$ cat src/rtl/matb_pkg.sv
// Shared types and default geometry for the matrix-B BRAM controller.
package matb_pkg;

  typedef enum logic [1:0] {
    IDLE  = 2'd0,
    FILL  = 2'd1,
    SERVE = 2'd2
  } state_t;

  localparam int DEF_P  = 4;
  localparam int DEF_M  = 3;
  localparam int DEF_AW = 8;
  localparam int DEF_DW = 32;

endpackage

$ cat src/rtl/rr_arb2.sv
// Two-way round-robin arbiter; grants are combinational in the request cycle.
// A tie goes to the requester that did not win last; disabled means no grant.
module rr_arb2
  import matb_pkg::*;
(
  input  logic clkaB,
  input  logic reset,
  input  logic en,
  input  logic req0,
  input  logic req1,
  output logic gnt0,
  output logic gnt1
);

  logic last_gnt;

  always_comb begin
    gnt0 = en & req0 & (~req1 | last_gnt);
    gnt1 = en & req1 & (~req0 | ~last_gnt);
  end

  // Starts at 1 so requester 0 wins the first tie.
  always_ff @(posedge clkaB) begin
    if (reset) begin
      last_gnt <= 1'b1;
    end else if (gnt0) begin
      last_gnt <= 1'b0;
    end else if (gnt1) begin
      last_gnt <= 1'b1;
    end
  end

endmodule

$ cat src/rtl/matb_ctrl.sv
// Matrix-B BRAM controller: 1 word/cycle fill from a valid/ready source, then
// round-robin shared read port with grant in cycle t and data/valid in t+1.
module matb_ctrl
  import matb_pkg::*;
#(
  parameter int P  = DEF_P,
  parameter int M  = DEF_M,
  parameter int AW = DEF_AW,
  parameter int DW = DEF_DW
) (
  input  logic          clkaB,
  input  logic          reset,
  input  logic          init_start,
  input  logic          fill_valid,
  input  logic [DW-1:0] fill_data,
  output logic          fill_ready,
  output logic          wr_done,
  output logic          mem_we,
  output logic [AW-1:0] mem_addra,
  output logic [DW-1:0] mem_dina,
  output logic          mem_enb,
  output logic [AW-1:0] mem_addrb,
  input  logic [DW-1:0] mem_doutb,
  input  logic          req0,
  input  logic          req1,
  input  logic [AW-1:0] addr0,
  input  logic [AW-1:0] addr1,
  output logic          gnt0,
  output logic          gnt1,
  output logic          rvalid0,
  output logic          rvalid1,
  output logic [DW-1:0] rdata,
  output logic          rerr
);

  localparam int          PM      = P * M;
  localparam logic [AW:0] PM_W    = (AW+1)'(PM);
  localparam logic [AW:0] LAST_W  = (AW+1)'(PM - 1);

  state_t        state;
  state_t        state_nxt;
  logic [AW:0]   wptr;
  logic          wr_fire;
  logic          arb_en;
  logic          gnt_any;
  logic [AW-1:0] gaddr;
  logic          in_range;

  // Reset gates the combinational outputs so they read as reset values too.
  assign wr_fire  = (state == FILL) & fill_valid & ~reset;
  assign arb_en   = (state == SERVE) & ~init_start & ~reset;
  assign gnt_any  = gnt0 | gnt1;
  assign gaddr    = gnt0 ? addr0 : (gnt1 ? addr1 : '0);
  assign in_range = {1'b0, gaddr} < PM_W;

  rr_arb2 u_arb (
    .clkaB (clkaB),
    .reset (reset),
    .en    (arb_en),
    .req0  (req0),
    .req1  (req1),
    .gnt0  (gnt0),
    .gnt1  (gnt1)
  );

  always_ff @(posedge clkaB) begin
    if (reset) begin
      state <= IDLE;
    end else begin
      state <= state_nxt;
    end
  end

  always_comb begin
    state_nxt = state;
    case (state)
      IDLE:    if (init_start) state_nxt = FILL;
      FILL:    if (wr_fire && wptr == LAST_W) state_nxt = SERVE;
      SERVE:   if (init_start) state_nxt = FILL;
      default: state_nxt = IDLE;
    endcase
  end

  always_comb begin
    fill_ready = (state == FILL) & ~reset;
    mem_we     = wr_fire;
    mem_addra  = wr_fire ? wptr[AW-1:0] : '0;
    mem_dina   = wr_fire ? fill_data : '0;
    mem_enb    = gnt_any & in_range;
    mem_addrb  = gaddr;
  end

  always_ff @(posedge clkaB) begin
    if (reset) begin
      wptr    <= '0;
      wr_done <= 1'b0;
    end else begin
      case (state)
        IDLE: begin
          if (init_start) wptr <= '0;
        end
        FILL: begin
          if (wr_fire) begin
            wptr <= wptr + 1'b1;
            if (wptr == LAST_W) wr_done <= 1'b1;
          end
        end
        SERVE: begin
          if (init_start) begin
            wptr    <= '0;
            wr_done <= 1'b0;
          end
        end
        default: begin
          wptr <= '0;
        end
      endcase
    end
  end

  // Read response pipeline; an in-flight response survives a re-fill request.
  always_ff @(posedge clkaB) begin
    if (reset) begin
      rvalid0 <= 1'b0;
      rvalid1 <= 1'b0;
      rerr    <= 1'b0;
    end else begin
      rvalid0 <= gnt0;
      rvalid1 <= gnt1;
      rerr    <= gnt_any & ~in_range;
    end
  end

  assign rdata = ((rvalid0 | rvalid1) & ~rerr) ? mem_doutb : '0;

endmodule
$ cat config.mk
export PLATFORM = sky130hd
export DESIGN_NAME = matb_ctrl
export DESIGN_NICKNAME = d
export VERILOG_FILES = /design/src/rtl/matb_pkg.sv /design/src/rtl/rr_arb2.sv /design/src/rtl/matb_ctrl.sv
export SDC_FILE = /design/constraint.sdc
export NUM_CORES = 1
export LEC_CHECK = 0
export CAP_MARGIN = 15
export CORE_ASPECT_RATIO = 0.8
export CORE_UTILIZATION = 29
export CTS_CLUSTER_DIAMETER = 40
export CTS_CLUSTER_SIZE = 24
export DETAILED_ROUTE_END_ITERATION = 6
export PLACE_DENSITY = 0.88
export SETUP_SLACK_MARGIN = 0.15
export SYNTH_ARGS = -nofsm -noshare
export SYNTH_HDL_FRONTEND = slang
export SYNTH_SLANG_ARGS = --single-unit
$ cat constraint.sdc
create_clock -name clkaB -period 3 [get_ports clkaB]
set_input_delay 0.45 -clock clkaB [delete_from_list [all_inputs] [get_ports clkaB]]
set_output_delay 0.45 -clock clkaB [all_outputs]
set_load 0.02 [all_outputs]
After elaboration in Yosys (flattened, before gate mapping)

Index checks and enable logic that the tools add are counted.
W data, S select, Z words.

Equality and inequality tests: 8
Add/sub/neg operators: 1
Reduce and logical (&&, ||, !) cells: 8
Order comparisons: 1
Bitwise operators: 23
Multiplexer cells: 17

Operators by type and width:

| operator              | number |
|---|---|
| $mux W32              | 2 |
| $mux W8               | 3 |
| $mux W9               | 2 |
| $pmux W9 S2           | 1 |
| $and A1 B1 Y1         | 12 |
| $add A9 B1 Y9 const B | 1 |
| $eq A9 B4 Y1 const B  | 1 |
| $lt A8 B4 Y1 const B  | 1 |
| $not A1 Y1            | 7 |
| $ne A2 B1 Y1 const B  | 3 |
| $mux W1               | 5 |
| $mux W2               | 2 |
| $ne A2 B2 Y1 const B  | 2 |
| $or A1 B1 Y1          | 4 |
| $pmux W2 S2           | 1 |
| $reduce_and A2 Y1     | 2 |
| $reduce_and A4 Y1     | 1 |
| $reduce_bool A2 Y1    | 2 |
| $eq A2 B1 Y1 const B  | 1 |
| $eq A2 B2 Y1 const B  | 1 |
| $logic_not A2 Y1      | 1 |
| $pmux W1 S2           | 1 |
| $reduce_or A2 Y1      | 1 |
| $logic_and A1 B1 Y1   | 1 |

Input port bits: 86
Bits in registers: 16

Logic depth before layout (Yosys ltp)

Gate-level depths: netlist of the first run.

Word-level depth: 10
Gate-level depth with buffers: 5
Mapped depth without buffers: 5

Cells and area by module

Synthesis of the first run repeated with hierarchy kept, for this count alone.

Cells, all modules: 187
Area, all modules: 1411.4 µm²

Modules (own cells, without submodules):

| module    | instances | cells an instance | area each (µm²) |
|---|---|---|---|
| matb_ctrl | 1         | 179               | 1352.5 |
| rr_arb2   | 1         | 8                 | 58.8 |

Worst setup path after synthesis of the first run

OpenSTA, ideal clock, no wires.

Path kind: input to output
From: in reset
To: out mem_addrb[0]
Required time: 2.550 ns
Data arrival time: 1.719 ns
Stages: 3
Path slack: 0.831 ns
Path buffers: 0
Cells stage by stage: or4b_4 -> nor2_1 -> a22o_1

Elaborated cells between the ends (all ways): 8

RTL lines:

| item                        | RTL line        | source |
|---|---|---|
| from (decl)                 | matb_ctrl.sv:12 | `input logic reset,` |
| $not A1 Y1                  | matb_ctrl.sv:51 | `assign arb_en = (state == SERVE) & ~init_start & ~reset;` |
| $and A1 B1 Y1               | matb_ctrl.sv:51 |  |
| $and A1 B1 Y1 (2 in series) | rr_arb2.sv:18   | `gnt0 = en & req0 & (~req1 \| last_gnt);` |
| net gnt0                    | matb_ctrl.sv:28 | `output logic gnt0,` |
| $mux W8                     | matb_ctrl.sv:53 | `assign gaddr = gnt0 ? addr0 : (gnt1 ? addr1 : '0);` |
| to (decl)                   | matb_ctrl.sv:22 | `output logic [AW-1:0] mem_addrb,` |

The timed path passes the listed nets, and every way through them passes these cells.

Final worst setup path of the first run

From: in init_start
To: out gnt1

Longest elaborated chain between the ends: 5

Ends and longest elaborated chain:

| item                        | RTL line        | source |
|---|---|---|
| from (decl)                 | matb_ctrl.sv:13 | `input logic init_start,` |
| $not A1 Y1                  | matb_ctrl.sv:51 |  |
| $and A1 B1 Y1 (2 in series) | matb_ctrl.sv:51 |  |
| $and A1 B1 Y1 (2 in series) | rr_arb2.sv:19   | `gnt1 = en & req1 & (~req0 \| ~last_gnt);` |
| to (decl)                   | matb_ctrl.sv:29 | `output logic gnt1,` |

Every way passes these cells.

==> results of run 1 <==
-- cell type report --
| class | instances | area (um2) |
|---|---|---|
| Sequential cell | 16 | 320.3 |
| Clock buffer | 4 | 55.05 |
| Timing Repair Buffer | 185 | 1836 |
| Multi-Input combinational cell | 164 | 1030 |
| Inverter | 2 | 7.507 |
| Tap cell | 60 | 75.07 |
| Fill cell | 376 | 1329 |
-- sequential cells by signal (all words and copies together) (netlist names) --
name,flops
rerr,1
wptr,9
state,2
wr_done,1
rvalid0,1
u_arb.last_gnt,1
rvalid1,1
-- cells in the mapped netlist, types with 2 or more instances --
master | n | area share (%)
sky130_fd_sc_hd__a211o_1 | 2 | 1.2
sky130_fd_sc_hd__a21oi_1 | 12 | 4.2
sky130_fd_sc_hd__a22o_1 | 3 | 1.8
sky130_fd_sc_hd__and2_1 | 33 | 14
sky130_fd_sc_hd__and3_1 | 42 | 18
sky130_fd_sc_hd__buf_6 | 2 | 1.6
sky130_fd_sc_hd__clkbuf_1 | 13 | 3.4
sky130_fd_sc_hd__dfxtp_1 | 16 | 22
sky130_fd_sc_hd__inv_1 | 2 | 0.53
sky130_fd_sc_hd__nand2_1 | 12 | 3.2
sky130_fd_sc_hd__nand3_1 | 8 | 2.8
sky130_fd_sc_hd__nor2_1 | 15 | 3.9
sky130_fd_sc_hd__nor2b_1 | 2 | 0.88
sky130_fd_sc_hd__o211ai_1 | 2 | 1.1
sky130_fd_sc_hd__o21ai_0 | 4 | 1.4
sky130_fd_sc_hd__o221ai_1 | 2 | 1.2
sky130_fd_sc_hd__or3_1 | 2 | 0.88
sky130_fd_sc_hd__xor2_1 | 5 | 3.1
-- routing by layer --
metal	part of all wire, %	up-vias	global-route usage [%]	wire, um
met5	0	-	0	0
met4	2.3	0	7.589	150
met3	7.2	15	5.070	467
met2	50	90	42.27	3264
met1	41	975	27.88	2646
li1	-	1044	-	-
-- power breakdown --
| group | leakage [nW] | switching (W) | internal (W) | total (W) |
|---|---|---|---|---|
| clock | 0.0288 | 0.0000817 | 0.000117 | 0.000198 |
| combinational | 1.32 | 0.0000842 | 0.000147 | 0.000231 |
| sequential | 0.129 | 0.00000586 | 0.000215 | 0.000221 |
-- final timing paths --
path                                 to        from  cells after the start  slack, ns
worst min register to register  wr_done     wr_done                      2       0.46
worst max-delay path               gnt1  init_start                      4       0.21
worst min-delay path            wr_done     wr_done                      2       0.46
worst max register to register  wptr[5]    state[0]                      4       1.32
-- per-stage QoR --
stage	worst slack [ns]	area [um2]	TNS, ns
floorplan	0.8314	1426	0
global placement	0.02019	3247	0
detailed placement	-0.06823	3247	-0.06823
CTS	0.1442	3304	0
global route	0.1535	3323	0
finish	0.2057	3323	0
-- timing repair --
| action | CTS | global route |
|---|---|---|
| gates resized for setup | 8 | 8 |
| pin swaps | 0 | 0 |
| endpoints found under the setup margin | 8 | 13 |
| buffers inserted | 0 | 0 |
-- layout by cell type (no fill, tap or decap), types with 2 or more instances in the layout --
master / count
sky130_fd_sc_hd__dlymetal6s2s_1: 5
sky130_fd_sc_hd__a22o_1: 3
sky130_fd_sc_hd__o221ai_1: 2
sky130_fd_sc_hd__dfxtp_1: 16
sky130_fd_sc_hd__a21oi_1: 12
sky130_fd_sc_hd__inv_1: 2
sky130_fd_sc_hd__nand3_1: 8
sky130_fd_sc_hd__or3_1: 2
sky130_fd_sc_hd__o211ai_1: 2
sky130_fd_sc_hd__and3_1: 42
sky130_fd_sc_hd__a211o_1: 2
sky130_fd_sc_hd__and2_1: 33
sky130_fd_sc_hd__dlygate4sd2_1: 4
sky130_fd_sc_hd__clkbuf_8: 4
sky130_fd_sc_hd__xor2_1: 5
sky130_fd_sc_hd__clkdlybuf4s50_1: 164
sky130_fd_sc_hd__nor2b_1: 2
sky130_fd_sc_hd__nor2_1: 13
sky130_fd_sc_hd__nor2_2: 2
sky130_fd_sc_hd__nand2_1: 12
sky130_fd_sc_hd__buf_4: 10
sky130_fd_sc_hd__o21ai_0: 4
-- logic make-up (layout without fill, tap and decap cells) --
kind of cell / after synthesis / after routing / share of synthesized area (%)
simple gates: 123 / 123 / 50.61
flops: 16 / 16 / 22.46
compound gates: 34 / 34 / 16.32
xor+xnor: 6 / 6 / 3.684
fa+ha+maj: 1 / 1 / 0.8771
buf+inv: 18 / 191 / 6.053
-- tightest hold or removal path, stage by stage, from the launching register on --
cell                      delay (ns)
sky130_fd_sc_hd__dfxtp_1        0.31
sky130_fd_sc_hd__nand2_1        0.05
sky130_fd_sc_hd__a21oi_1        0.05
==> results.md, run 1 <==
* FFs w/ async S/R, synth at 0%
* Ports at 175
* Endpoint type of the worst setup path: primary output
* Delay contributed by the slowest stage of the critical path at 0.64 ns
* Instance count after placement with tap cells included at 427
* Total leakage power at 1.479 nW
* Highest fanout seen on the critical path at 9
* Number of instances in the synthesized netlist at 198
* HPWL after detailed placement at 5268 um
* Count of synthesis-stage warnings from yosys at 0
* Post-DR wirelength/cell at 15.15 um
* Antenna Diode Count at 0
* Buffer depth of the longest clock path at 2
* Global-route wire length before repair at 9597 um
* Overall power at 0.0006503 W
* Number of enable flip-flop cells after synthesis at 0
* Most used cell, CP: sky130_fd_sc_hd__clkdlybuf4s50_1
* Sequential element share of the synthesized area at 22.46%
* Unrepaired setup endpoints after global routing: no
* Residual overflow from global routing at 0
* Total number of vias at 2,124
* Most instantiated flip-flop cell in the synthesis netlist: sky130_fd_sc_hd__dfxtp_1
* Sort of element at the start of the critical path: primary input
* Total GRT Usage at 23.67%
* Cell variety after synth at 39
* Worst hold-check path type: flip-flop to flip-flop
* Synthesis-to-layout area growth at 133.0%
* Pwr Density at 195.7 nW/um2
* Final setup vio count at 0
* Sinks on Clock Net at 16
* Count of antenna-violating nets left after detailed routing at 0
* Gpl congestion at 0.8970
* Worst-case vdd ir drop at 0.2109 mV
* Post-layout nets at 459
* Tightest slew margin relative to the limit at 72.51%
* Post-route DRC at 0
* Clock Pin Slew Worst Setup and Hold Paths at 0.06 ns
* Category of the critical setup timing path: primary input to primary output
* Crit path time final at 2.794 ns
* Mapped Area at 1426 um2
* Period utilization at 93.14%
* Via count of the first global-routing pass at 1,885
* Highest clock rate at 0.3579 GHz
* Worst Path Arrival at 2.34 ns
* Worst path required time at 2.55 ns
* Final Util at 71.44%
* Later-pin clock latency in the skew report at 0.26 ns
* Row cnt at 22
* Mean instance size in the synthesized netlist at 7.204 um2
* Die boundary height at 64.73 um
* Layout cells sized above 1 at 6.469%
* Number of maximum-capacitance violations at 0
* CTS tree: built
* Final hold vios at 0
* Drt first pass iters at 4
* Number of antenna violations at the first check in global routing at 0
* Final cell count without fillers at 431
* CP max-delay cell: sky130_fd_sc_hd__clkdlybuf4s50_1
* Root buffer cell: sky130_fd_sc_hd__clkbuf_8
* Initial cell density of the core at 30.66%
* Run status: finished clean
* Overall die width at 80.41 um
* Setup Skew at 0.002560 ns
* Area of the die at 5205 um2
* Count of hold buffers inserted by post-cts repair at 0
* Final hold slack at 0.4606 ns
* Core outline area at 4652 um2
* Htree depth at 1
* DR vias/cell at 4.928
* Critical path cell sequence: clkdlybuf4s50_1, or4b_4, nor2_2, clkdlybuf4s50_1
* Actual slew at the worst max-slew pin at 0.4123 ns
* Clock buffers created by TritonCTS at 3
* Final wirelength at 6528 um
* IO buf count at 174
* Number of flip-flops and latches in the synthesized netlist at 16
* Number of pins with negative max-slew slack in the final report at 0
* Buffers and inverters on the worst path at 2
* Number of nets produced by synthesis at 285
* Pin count of the biggest net entering global routing at 33
* Family with the most delay on the worst path: buffers and inverters
* Drt first-iter violations at 96
(Power assumes the default switching activity.)
==> run 2, diff against run 1 <==
--- a/config.mk
+++ b/config.mk
@@ -5,13 +5,15 @@
 export SDC_FILE = /design/constraint.sdc
 export NUM_CORES = 1
 export LEC_CHECK = 0
+export ABC_AREA = 1
 export CAP_MARGIN = 15
 export CORE_ASPECT_RATIO = 0.8
 export CORE_UTILIZATION = 29
 export CTS_CLUSTER_DIAMETER = 40
 export CTS_CLUSTER_SIZE = 24
 export DETAILED_ROUTE_END_ITERATION = 6
-export PLACE_DENSITY = 0.88
+export GPL_ROUTABILITY_DRIVEN = 0
+export PLACE_DENSITY = 0.87
 export SETUP_SLACK_MARGIN = 0.15
 export SYNTH_ARGS = -nofsm -noshare
 export SYNTH_HDL_FRONTEND = slang
==> run 2 against run 1 <==
Effect of this change:
- worst setup slack gained 0.048 ns
- core utilization shrank 0.33 points
- register-to-register slack gained 0.14 ns
- clock skew shrank 0.0013 ns
- global-route usage shrank 0.15 points
- non-clock buffer count shrank 7
- power shrank 1.8%
- first-iteration DRC count shrank 40%
- sequential power is essentially flat
- final cell count grew 19%
- synthesized cell count grew 40%
- combinational power is essentially flat
- largest cell class unchanged
==> results.md, run 2 <==
* Run status: finished clean
* Actual slew at the worst max-slew pin at 0.5476 ns (+0.1353 ns)
* Number of pins with negative max-slew slack in the final report at 0 (unchanged)
* Overall die width at 81.27 um (+1.1%)
* Final setup vio count at 0 (unchanged)
* Leading post-synthesis cells by cell area: sky130_fd_sc_hd__dfxtp_1, sky130_fd_sc_hd__inv_1, sky130_fd_sc_hd__nor2_1
* Mean instance size in the synthesized netlist at 5.243 um2 (-27%)
* Unrepaired setup endpoints after global routing: no
* Period utilization at 91.55% (-1.6 points)
* Residual overflow from global routing at 0 (unchanged)
* # Post-CTS Setup Buffers at 0 (unchanged)
* Clock Pin Slew Worst Setup and Hold Paths at 0.06 ns (about the same)
* Later-pin clock latency in the skew report at 0.25 ns (about the same)
* Crit path time final at 2.747 ns (-0.04774 ns)
* Post-layout nets at 540 (+18%)
* Setup Skew at 0.001259 ns (-0.001301 ns)
* Worst hold-check path type: flip-flop to flip-flop
* Design Area, Final at 3347 um2 (+0.72%)
* Core outline area at 4707 um2 (+1.2%)
* Sequential element share of the synthesized area at 21.97% (-0.48 points)
* Total GRT Usage at 23.51% (-0.15 points)
* Most common library cell in the layout ignoring fill and taps: sky130_fd_sc_hd__clkdlybuf4s50_1
* Number of nets produced by synthesis at 365 (+28%)
* Area of the die at 5316 um2 (+2.1%)
* Post-DR wirelength/cell at 12.71 um (-16%)
* Clock buffers created by TritonCTS at 3 (unchanged)
* Number of antenna violations at the first check in global routing at 0 (unchanged)
* Post-route DRC at 0 (unchanged)
* Most used cells in the layout excluding fill and tap cells: sky130_fd_sc_hd__clkdlybuf4s50_1, sky130_fd_sc_hd__inv_1, sky130_fd_sc_hd__nor2_1, sky130_fd_sc_hd__nand2_1, sky130_fd_sc_hd__dfxtp_1
* Total leakage power at 1.644 nW (+11%)
* Worst-case vdd ir drop at 0.2915 mV (+38%)
* Final hold vios at 0 (unchanged)
* Via count of the first global-routing pass at 2,085 (+11%)
* Worst Path Arrival at 2.30 ns (-0.04 ns)
* Worst path required time at 2.55 ns (about the same)
* Highest fanout seen on the critical path at 41 (+32)
* Max reg flops at 9 (unchanged)
* Global-route wire length before repair at 9701 um (+1.1%)
* Count of synthesis-stage warnings from yosys at 0 (unchanged)
* Cell variety after synth at 25 (-36%)
* Area fraction of the dominant cell type after synthesis at 21.97% (-0.48 points)
* Endpoint type of the worst setup path: primary output
* Sort of element at the start of the critical path: primary input
* Sinks on Clock Net at 16 (unchanged)
* Number of enable flip-flop cells after synthesis at 0 (unchanged)
* Number of flip-flops and latches in the synthesized netlist at 16 (unchanged)
* HPWL after detailed placement at 5434 um (+3.2%)
* Category of the critical setup timing path: primary input to primary output
* Commonest cells in the synthesized netlist: sky130_fd_sc_hd__inv_1, sky130_fd_sc_hd__nor2_1, sky130_fd_sc_hd__nand2_1
* Overall power at 0.0006385 W (-1.8%)
* Pin count of the biggest net entering global routing at 42 (+27%)
* Tightest slew margin relative to the limit at 63.49% (-9.0 points)
* DR vias/cell at 4.326 (-12%)
* Row cnt at 22 (unchanged)
* Number of instances in the synthesized netlist at 278 (+40%)
* Die boundary height at 65.41 um (+1.1%)
* Most flops, register: wptr
* IO buf count at 174 (unchanged)
* Highest clock rate at 0.3641 GHz (+1.7%)
* Antenna Diode Count at 0 (unchanged)
* Total number of vias at 2,215 (+4.3%)
* Final wirelength at 6506 um (-0.34%)
* Post-DP Area at 3266 um2 (+0.58%)
* Number of maximum-capacitance violations at 0 (unchanged)
* Most common cell in the synthesized netlist: sky130_fd_sc_hd__inv_1
* Count of hold buffers inserted by post-cts repair at 0 (unchanged)
* Leading registers by flop count: wptr: 9 flops, state: 2 flops
* Drt first pass iters at 4 (unchanged)
* Count of antenna-violating nets left after detailed routing at 0 (unchanged)
* CTS tree: built
* Htree depth at 1 (unchanged)
* Drt first-iter violations at 58 (-40%)
* FFs w/ async S/R, synth at 0% (unchanged)
* Initial cell density of the core at 30.97% (+0.31 points)
* Fin Setup TNS at 0 ns (unchanged)
* Root buffer cell: sky130_fd_sc_hd__clkbuf_8
* Mapped Area at 1458 um2 (+2.2%)
* Synthesis-to-layout area growth at 129.6%
* Number of filler cells placed in the layout at 373 (-0.80%)
* Biggest area consumer among synthesized cells: sky130_fd_sc_hd__dfxtp_1
* Ports at 175 (unchanged)
* Most instantiated flip-flop cell in the synthesis netlist: sky130_fd_sc_hd__dfxtp_1
* Buffer depth of the longest clock path at 2 (unchanged)
* Layout cells sized above 1 at 6.416% (-0.053 points)
* Pwr Density at 190.8 nW/um2 (-2.5%)
[run 2: repair_timing]
item	4_1_cts	5_1_grt
pin swaps	0	0
resized for setup	3	5
endpoints found under the setup margin	3	4
[run 2: layout make-up]
type | instances | area, um2 | area share, %
timing repair buffer | 178 | 1782 | 53.23
multi-input combinational | 168 | 792.0 | 23.66
inverter | 86 | 322.8 | 9.645
sequential | 16 | 320.3 | 9.570
tap | 60 | 75.07 | 2.243
clock buffer | 4 | 55.05 | 1.645
[run 2: worst max-delay path, stage by stage]
cell,delay [ns]
sky130_fd_sc_hd__clkdlybuf4s50_1,0.43
sky130_fd_sc_hd__buf_4,0.16
sky130_fd_sc_hd__nor2_1,0.14
sky130_fd_sc_hd__nand2_1,0.07
sky130_fd_sc_hd__buf_4,0.25
sky130_fd_sc_hd__nor2_1,0.16
sky130_fd_sc_hd__clkdlybuf4s50_1,0.62
[run 2: final timing paths]
path | from | end | slack (ns) | cells after the start
hold / removal | wr_done | wr_done | 0.50 | 2
hold reg to reg | wr_done | wr_done | 0.50 | 2
setup / recovery | reset | mem_addra[0] | 0.25 | 7
setup reg to reg | state[0] | state[0] | 1.46 | 8
[run 2: logic make-up (layout without fill, tap and decap cells)]
family | count (synthesis) | in the layout | share of synthesized area, %
AO/OA/AOI/OAI | 26 | 26 | 10.56
adder cells (fa/ha/maj) | 1 | 1 | 0.8582
buffers and inverters | 94 | 268 | 25.06
flip-flops | 16 | 16 | 21.97
AND/OR/NAND/NOR | 141 | 141 | 41.54
[run 2: where the power goes]
group          internal, W  switching, W
registers         0.000216    0.00000362
logic             0.000138     0.0000895
clock network     0.000116     0.0000747
total             0.000471      0.000168
[run 2: layer usage]
| metal | vias up | wire length [um] | GRT usage, % |
|---|---|---|---|
| met1 | 948 | 2451 | 24.98 |
| met2 | 109 | 3442 | 46.35 |
| met4 | 0 | 127 | 7.366 |
| li1 | 1147 | - | - |
| met3 | 11 | 486 | 3.611 |
| met5 | - | 0 | 0 |
[run 2: per-stage QoR]
stage	hold slack [ns]	std cells	setup slack (ns)	util, %
3_5_place_dp	0.4884	508	0.05974	69.38
2_1_floorplan	0.4489	278	1.057	-
3_3_place_gp	0.4844	508	0.1717	69.38
5_1_grt	0.5194	512	0.1526	71.11
6_report	0.4980	512	0.2535	71.11
4_1_cts	0.4995	512	0.1774	70.73
==> run 3, diff against run 2 <==
==> constraint.sdc (replaced) <==
create_clock -name clkaB -period 3 [get_ports clkaB]
set_input_delay 0.45 -clock clkaB [delete_from_list [all_inputs] [get_ports clkaB]]
set_output_delay 0.45 -clock clkaB [all_outputs]
set_load 0.1 [all_outputs]
==> run 3 against run 2 <==
Effect of this change:
- core utilization is 11 points higher
- via count rose by 2.7%
- first-iteration DRC count increased to 2.7 times the previous value
- global-route usage down 1.0 points
- non-clock buffer count fell by 1
- clock power shrank 13%
- wire length fell by 2.6%
- cell area increased by 15%
- worst setup slack better by 0.077 ns
- maximum frequency up 2.9%
==> results.md, run 3 (synthesized netlist as in run 2, its figures left out) <==
* Final hold vios at 0 (unchanged)
* Clock Pin Slew Worst Setup and Hold Paths at 0.06 ns (about the same)
* Overall power at 0.0007355 W (+15%)
* Total number of vias at 2,275 (+2.7%)
* Row cnt at 22 (unchanged)
* Count of antenna-violating nets left after detailed routing at 0 (unchanged)
* Hold endpoint: u_arb.last_gnt
* Final wirelength at 6338 um (-2.6%)
* Via count of the first global-routing pass at 2,132 (+2.3%)
* Global-route wire length before repair at 9384 um (-3.3%)
* Total leakage power at 1.877 nW (+14%)
* Number of pins with negative max-slew slack in the final report at 0 (unchanged)
* Tightest slew margin relative to the limit at 64.44% (+0.95 points)
* Total GRT Usage at 22.51% (-1.0 points)
* DR vias/cell at 4.461 (+3.1%)
* Die boundary height at 65.41 um (unchanged)
* Setup Skew at 0.004710 ns (+0.003450 ns)
* Sinks on Clock Net at 16 (unchanged)
* Residual overflow from global routing at 0 (unchanged)
* Actual slew at the worst max-slew pin at 0.5322 ns (-0.01537 ns)
* Buffer depth of the longest clock path at 2 (unchanged)
* Pin count of the biggest net entering global routing at 35 (-17%)
* Number of maximum-capacitance violations at 0 (unchanged)
* Worst Path Arrival at 2.22 ns (-0.08 ns)
* Unrepaired setup endpoints after global routing: no
* Most used cells in the layout excluding fill and tap cells: sky130_fd_sc_hd__clkdlybuf4s50_1, sky130_fd_sc_hd__inv_1, sky130_fd_sc_hd__buf_12, sky130_fd_sc_hd__nor2_2, sky130_fd_sc_hd__nor2_1
* Number of cells on the worst reg-to-reg path at 8 (unchanged)
* Period utilization at 88.99% (-2.6 points)
* Highest clock rate at 0.3746 GHz (+2.9%)
* Run status: finished clean
* Layout cells sized above 1 at 34.67% (+28 points)
* Area of the die at 5316 um2 (unchanged)
* Minimum setup slack among reg-to-reg paths at 1.26 ns (-0.20 ns)
* Family with the most delay on the worst path: simple AND/OR/NAND/NOR gates
* Final setup vio count at 0 (unchanged)
* Ports at 175 (unchanged)
* Buffers and inverters on the worst path at 2 (-2)
* HPWL after detailed placement at 5453 um (+0.35%)
* Critical path cell sequence: clkdlybuf4s50_1, nor2_4, nand3_2, nor2_4, nand2_1, nand2_1, nand2_1, nand3_2, nor2_4, buf_12
* Post-layout nets at 539 (-0.19%)
* Max reg flops at 9 (unchanged)
* CTS tree: built
* Hold Path Stages at 2 (unchanged)
* IO buf count at 174 (unchanged)
* Startpoint of the worst-slack reg-to-reg timing path: state[0]
* Crit path time final at 2.670 ns (-0.07681 ns)
* Htree depth at 1 (unchanged)
* Final Util at 82.00% (+11 points)
* Design Area, Final at 3860 um2 (+15%)
* Count of hold buffers inserted by post-cts repair at 0 (unchanged)
* RR Endpoint: state[0]
* Initial cell density of the core at 30.97% (unchanged)
* Most common library cell in the layout ignoring fill and taps: sky130_fd_sc_hd__clkdlybuf4s50_1
* Worst-case vdd ir drop at 0.1380 mV (-53%)
* Leading registers by flop count: wptr: 9 flops, state: 2 flops
* Drt first pass iters at 4 (unchanged)
* Worst path required time at 2.55 ns (about the same)
* CP max-delay cell: sky130_fd_sc_hd__clkdlybuf4s50_1
* Drt first-iter violations at 156 (+170%)
* Antenna Diode Count at 0 (unchanged)
* Most flops, register: wptr
* Pwr Density at 190.6 nW/um2 (-0.11%)
* Sort of element at the start of the critical path: primary input
* Clock buffers created by TritonCTS at 3 (unchanged)
* Root buffer cell: sky130_fd_sc_hd__clkbuf_8
* Post-route DRC at 0 (unchanged)
* Core outline area at 4707 um2 (unchanged)
* Worst hold-check path type: flip-flop to flip-flop
* Delay contributed by the slowest stage of the critical path at 0.47 ns (-0.15 ns)
* Post-DP Area at 3814 um2 (+17%)
* Highest fanout seen on the critical path at 11 (-73%)
* Post-DR wirelength/cell at 12.43 um (-2.2%)
* Number of antenna violations at the first check in global routing at 0 (unchanged)
* Synthesis-to-layout area growth at 164.8%
* Category of the critical setup timing path: primary input to primary output
* Later-pin clock latency in the skew report at 0.25 ns (about the same)
* Worst Min Path Start: u_arb.last_gnt
* Overall die width at 81.27 um (unchanged)
* Endpoint type of the worst setup path: primary output
-- run 3: changes by cell type in the layout (fill, tap and decap cells not counted), sizes merged --
| cell | change |
|---|---|
| buf | +88 |
| clkdlybuf4s50 | -85 |
| clkbuf | -1 |
| dlymetal6s2s | -4 |
-- run 3: per-stage QoR --
stage          instances  hold slack [ns]  setup TNS [ns]  worst slack (ns)
2_1_floorplan        278           0.4520          -4.899           -0.1633
3_3_place_gp         507           0.4710               0            0.3442
3_5_place_dp         507           0.4917               0            0.2055
4_1_cts              510           0.5102               0            0.2080
5_1_grt              510           0.5441               0            0.2329
6_report             510           0.5177               0            0.3303
-- run 3: metal layers --
layer	wire length, um	share of wire, %	GRT usage (%)	up-vias
li1	-	-	-	1140
met1	2066	33	20.95	1006
met2	3569	56	46.46	116
met3	583	9.2	5.139	13
met4	119	1.9	7.813	0
met5	0	0	0	-
-- run 3: worst max path at each step --
stage	end	from	depth (start not counted)
after global routing	mem_enb	req0	8
after CTS	mem_enb	init_start	10
after floorplan	rdata[10]	rvalid1	3
final	mem_enb	init_start	10
after global placement	mem_enb	init_start	10
after detailed placement	mem_enb	init_start	10
-- run 3: layout make-up --
| cell class | count | area (um2) |
|---|---|---|
| Clock buffer | 3 | 41.29 |
| Inverter | 86 | 322.8 |
| Tap cell | 60 | 75.07 |
| Sequential cell | 16 | 320.3 |
| Fill cell | 291 | 847.1 |
| Multi-Input combinational cell | 168 | 895.9 |
| Timing Repair Buffer | 177 | 2205 |
-- run 3: repair_timing --
item / CTS / global route
setup endpoints to repair: 0 / 1
buffers inserted: 0 / 0
gates resized for setup: 0 / 1
hold endpoints to repair: 0 / 0
-- run 3: worst reg2reg max path: cells and delay by family, from the launching register on --
family          cells  cell delay (ns)
flops               1             0.42
compound gates      1             0.16
simple gates        5             0.68
buf+inv             2             0.38
-- run 3: power by group --
part | total, W | leakage (nW) | switching, W | internal [W]
registers | 0.000220 | 0.129 | 0.00000446 | 0.000216
logic | 0.000349 | 1.73 | 0.000184 | 0.000166
clock network | 0.000166 | 0.0216 | 0.0000768 | 0.0000892
